`src/rtl/display_plotter.sv`:
```
// rtl/display_plotter.sv - diff-aware 16x32 bitmap to VGA-adapter pixel plotter
//
// Ports:
//   clock          system clock
//   resetn         synchronous active-low reset
//   start          frame request pulse, accepted only when idle
//   force_full     sampled with start: 1 plots every pixel, 0 plots changed pixels
//   display        bitmap, pixel (x,y) = display[32*x + y]
//   x, y, colour   registered pixel address and colour to the VGA adapter
//   plot           registered write strobe to the VGA adapter
//   busy           high from start acceptance until done
//   done           one-cycle pulse after the last pixel
//   plotted_count  plot strobes issued in the current/last frame
module display_plotter #(
  parameter logic [2:0] FG_COLOUR = 3'b111,
  parameter logic [2:0] BG_COLOUR = 3'b000
) (
  input  logic         clock,
  input  logic         resetn,
  input  logic         start,
  input  logic         force_full,
  input  logic [511:0] display,
  output logic [3:0]   x,
  output logic [4:0]   y,
  output logic [2:0]   colour,
  output logic         plot,
  output logic         busy,
  output logic         done,
  output logic [9:0]   plotted_count
);

  typedef enum logic [1:0] {
    IDLE = 2'd0,
    SCAN = 2'd1,
    FIN  = 2'd2
  } state_t;

  state_t state;
  state_t state_nxt;

  logic [511:0] snapshot;
  logic [511:0] shadow;
  logic         mode_full;
  // idx equals 32*x + y, so it addresses the bitmap directly and its
  // upper/lower bits are the x/y coordinates of the pixel being processed.
  logic [8:0]   idx;

  logic         snap_bit;
  logic         shadow_bit;
  logic         pix_plot;
  logic         accept;
  logic         scan_step;

  logic [3:0]   x_nxt;
  logic [4:0]   y_nxt;
  logic [2:0]   colour_nxt;
  logic         plot_nxt;
  logic         busy_nxt;
  logic         done_nxt;
  logic [9:0]   count_nxt;

  assign snap_bit   = snapshot[idx];
  assign shadow_bit = shadow[idx];
  assign pix_plot   = mode_full | (snap_bit ^ shadow_bit);
  assign accept     = (state == IDLE) && start;
  assign scan_step  = (state == SCAN);

  // State register
  always_ff @(posedge clock) begin
    if (!resetn) begin
      state <= IDLE;
    end else begin
      state <= state_nxt;
    end
  end

  // Next-state logic
  always_comb begin
    state_nxt = state;
    case (state)
      IDLE:    if (start) state_nxt = SCAN;
      SCAN:    if (idx == 9'd511) state_nxt = FIN;
      FIN:     state_nxt = IDLE;
      default: state_nxt = IDLE;
    endcase
  end

  // Output logic: next values of the registered outputs
  always_comb begin
    x_nxt      = x;
    y_nxt      = y;
    colour_nxt = colour;
    plot_nxt   = 1'b0;
    busy_nxt   = busy;
    done_nxt   = 1'b0;
    count_nxt  = plotted_count;
    case (state)
      IDLE: begin
        if (start) begin
          busy_nxt  = 1'b1;
          count_nxt = 10'd0;
        end
      end
      SCAN: begin
        x_nxt      = idx[8:5];
        y_nxt      = idx[4:0];
        colour_nxt = snap_bit ? FG_COLOUR : BG_COLOUR;
        plot_nxt   = pix_plot;
        if (pix_plot) count_nxt = plotted_count + 10'd1;
      end
      FIN: begin
        done_nxt = 1'b1;
        busy_nxt = 1'b0;
      end
      default: begin
        busy_nxt = 1'b0;
      end
    endcase
  end

  // Output and datapath registers
  always_ff @(posedge clock) begin
    if (!resetn) begin
      x             <= 4'd0;
      y             <= 5'd0;
      colour        <= BG_COLOUR;
      plot          <= 1'b0;
      busy          <= 1'b0;
      done          <= 1'b0;
      plotted_count <= 10'd0;
      snapshot      <= '0;
      shadow        <= '0;
      mode_full     <= 1'b0;
      idx           <= 9'd0;
    end else begin
      x             <= x_nxt;
      y             <= y_nxt;
      colour        <= colour_nxt;
      plot          <= plot_nxt;
      busy          <= busy_nxt;
      done          <= done_nxt;
      plotted_count <= count_nxt;
      if (accept) begin
        snapshot  <= display;
        mode_full <= force_full;
        idx       <= 9'd0;
      end
      if (scan_step) begin
        shadow[idx] <= snap_bit;
        // Wraps to 0 after the terminal pixel; idx is reloaded on the next
        // accept anyway, so the wrap is never observed inside a frame.
        idx         <= idx + 9'd1;
      end
    end
  end

endmodule

```
`config.mk`:
```
export PLATFORM = sky130hd
export DESIGN_NAME = display_plotter
export DESIGN_NICKNAME = d
export VERILOG_FILES = /design/src/rtl/display_plotter.sv
export SDC_FILE = /design/constraint.sdc
export NUM_CORES = 2
export LEC_CHECK = 0
export CORE_MARGIN = 4
export CORE_UTILIZATION = 45
export DETAILED_ROUTE_END_ITERATION = 7
export GPL_TIMING_DRIVEN = 0
export MAX_ROUTING_LAYER = met4
export PLACE_DENSITY_LB_ADDON = 0.3
export SLEW_MARGIN = 5
export SYNTH_ARGS = -nofsm -noshare
export SYNTH_HDL_FRONTEND = slang
export SYNTH_SLANG_ARGS = --single-unit
```
`constraint.sdc`:
```
create_clock -name clock -period 7.05 [get_ports clock]
set_clock_uncertainty 0.1 [all_clocks]
set_input_delay 1.41 -clock clock [delete_from_list [all_inputs] [get_ports clock]]
set_output_delay 1.41 -clock clock [all_outputs]
set_load 0.01 [all_outputs]
```
==> flow_summary.yaml <==
outcome:
  outcome: "finished, violations left"
  violations: "design-rule violations, max-capacitance violations, max-slew violations, negative setup slack"
power_and_ir_drop:
  switching_share_pct: 27.3
  switching_power_w: 0.00388
  power_w: 0.0142
  vdd_ir_drop_max_v: 0.000161
  p_clk_share_pct: 43.8
  seqPwrFrac_pct: 44.1
  p_int_w: 0.0103
  power.leakage_nw: 18.5
  combPwrFrac_pct: 12.1
  power_density_nw_per_um2: 247
synthesis:
  netlist_instances: 5149
  postSynth.asyncResetShare_pct: 0
  ys_types: 62
  ys.flop_type: "dfxtp_1"
  synth_edf_count: 0
  yosysWarnings: 0
  avgSynthCellArea_um2: 9.01
  yosysSeqAreaShare_pct: 45.7
  syn_nets: 5671
  synth-seq-cells: 1059
  syn_area_um2: 46400
timing:
  tightest_slew_ns: 1.58
  rsz0062_at_grt: "no"
  finalSetupTns_ns: -4.39
  worst_hold_slack_ns: 0.353
  finalHoldViolations: 0
  finalSetupViolCount: 53
  setup_slack_ns: -0.195
  drv_slew: 44
  fin_crit_sh_pct: 103
  relSlewSlack_pct: -5.39
  clock.fmax_mhz: 138
  fin_crit_ns: 7.24
place:
  port_buffers: 540
  dp_cells: 7064
  gp_congestion: 1.06
  dp_hpwl_um: 181000
critical_path:
  reg2reg_slack_ns: -0.19
  critPathTopFamily: "buffers and inverters"
  crit_required_ns: 7.50
  path_depth: 15
  endpoint_kind: "flip-flop"
  worstReg2RegEnd: "shadow[351]"
  crit_path_cell_trace: "buf_6, buf_12, nor2b_1, clkdlybuf4s15_1, clkbuf_1, a2bb2oi_1, nand3_1, nand4_1, a2111oi_1, nand3_1, nor3_1, clkbuf_1, clkbuf_1, buf_2, a311oi_1"
  path_class: "flip-flop to flip-flop"
  crit_top_cell: "clkbuf_1"
  timing.rr.start: "idx[0]"
  critPathSlowestCell: "clkbuf_1"
  worstRegToRegCells: 15
  cpPeakStageDelay_ns: 1.18
  crit_buf_inv: 7
  crit_arrival_ns: 7.69
  cp_max_fo: 11
  start_kind: "flip-flop"
route:
  wl_um: 252000
  avgRoutedWirePerCell_um: 34.5
  first_pass_iters: 8
  via_per_inst: 6.74
  vias: 49200
  drtIter0Drc: 8454
  ant_nets: 0
  drcViolationCount: 1
hold_path:
  hold_path_class: "flip-flop to flip-flop"
  worstHoldStart: "snapshot[252]"
  min_to: "snapshot[252]"
  whs_path_depth: 2
die:
  die_area_um2: 108000
  dieHeight_um: 329
  core.rowCount: 117
  start_util_pct: 45.4
  ios: 541
  core_um2: 102000
  die_width_um: 329
cts:
  cts_tree: "yes"
  htree_levels: 3
  cts-root-buf: "clkbuf_16"
  ctsResizeCount: 0
  cts.sinks: 1059
  clock_path_buffers: 3
  cts_setup_buffers: 0
  numCtsBuffers: 111
  insertion_delay_ns: 0.74
  cts_hold_buf: 0
  path_clk_slew_ns: 0.07
grt:
  grt_max_degree: 15
  antenna_found_initial: 22
  grt_pass1_wl_um: 343000
  grt_pass1_vias: 45500
  overflow: 0
  grt_use_total_pct: 46.1
final_layout:
  nNetsFinal: 6331
  final_cell_count_no_fill: 7297
  fill_cells: 9459
  drive_above_1_share_pct: 8.61
  syn_to_final_growth_pct: 23.9
  final_common_cell: "nand2_1"
  final_cell_mix: "nand2_1 (1089), dfxtp_1 (1059), a21oi_1 (1052)"
job:
  maxCapViolCount: 5
-- kinds of logic (layout without fill, tap and decap cells) --
group           after synthesis  count (layout)  synth area share (%)
flops                      1059            1059                  45.7
mux                         370             370                  12.7
simple gates               1336            1336                  11.6
xor+xnor                      1               1                0.0189
buf+inv                     619            1373                  5.59
other cells                   0              26                     0
compound gates             1758            1758                  24.2
fa+ha+maj                     6               6                 0.162
-- power by group through the flow --
stage          sequential (W)  clock, W  combinational [W]
2_1_floorplan         0.00636         0           0.000781
3_3_place_gp          0.00639         0            0.00163
3_5_place_dp          0.00640         0            0.00163
4_1_cts               0.00626   0.00617            0.00164
5_1_grt               0.00628   0.00641            0.00176
6_report              0.00627   0.00623            0.00173
-- synth_stat cells, drive strengths merged (14+ instances only) --
cell	n	share of area (%)
nand4	19	0.26
a22oi	76	1.2
o21ai	23	0.25
buf	153	1.8
nand3	57	0.62
mux2i	194	4.2
a211oi	17	0.28
nor2	71	0.57
and3	20	0.27
nand2	1089	8.8
a21oi	1052	11
a22o	16	0.30
clkbuf	458	3.7
a221oi	14	0.28
dfxtp	1059	46
nor3	20	0.23
a311oi	509	9.6
mux4	171	8.4
-- cell type report --
| class | instances | area, µm² | area share, % |
|---|---|---|---|
| multi-input combinational | 3471 | 22600 | 39.4 |
| sequential | 1059 | 21200 | 36.9 |
| timing repair buffer | 547 | 5500 | 9.56 |
| clock buffer | 154 | 3130 | 5.44 |
| buffer | 611 | 2580 | 4.49 |
| tap | 1368 | 1710 | 2.98 |
| clock inverter | 53 | 642 | 1.12 |
| antenna | 26 | 65.1 | 0.113 |
| inverter | 8 | 30.0 | 0.0522 |
-- sequential cells by signal, summed over array words and instances (netlist names) --
register / flops
busy: 1
snapshot: 512
mode_full: 1
idx: 9
state: 2
colour: 1
x: 4
plot: 1
shadow: 512
plotted_count: 10
done: 1
y: 5
-- routing by layer --
metal  share of wire [%]  wire (µm)  vias up  track usage (%)
met4                 9.4      23700        0             33.9
met2                  41     103000     4043             63.6
met1                  35      88500    23700             54.6
li1                    -          -    20400                -
met5                   0          0        -                -
met3                  15      36800     1093             17.5
-- how the worst max path moves through the flow --
stage / endpoint / slack, ns / start
2_1_floorplan: plotted_count[8] / 3.39 / idx[1]
3_3_place_gp: shadow[386] / 0.23 / idx[1]
3_5_place_dp: shadow[365] / 0.22 / idx[1]
4_1_cts: shadow[387] / 0.21 / idx[1]
5_1_grt: shadow[351] / 0.01 / idx[1]
6_report: shadow[351] / -0.19 / idx[0]
-- worst register-to-register path, stage by stage, from the launching register on --
cell and delay [ns]:
dfxtp_1 0.41, buf_6 0.23, buf_12 0.21, nor2b_1 0.28, clkdlybuf4s15_1 1.09, clkbuf_1 1.18, a2bb2oi_1 0.29, nand3_1 0.25
nand4_1 0.13, a2111oi_1 0.43, nand3_1 0.31, nor3_1 0.21, clkbuf_1 0.61, clkbuf_1 0.57, buf_2 0.60, a311oi_1 0.19
-- stage by stage --
step,instance area [µm²],util [%],worst slack [ns]
2_1_floorplan,46400,-,3.39
3_3_place_gp,53500,52.4,0.233
3_5_place_dp,53600,52.6,0.220
4_1_cts,57400,56.3,0.206
5_1_grt,57500,56.3,0.0105
6_report,57500,56.3,-0.195
(Power assumes the default switching activity.)
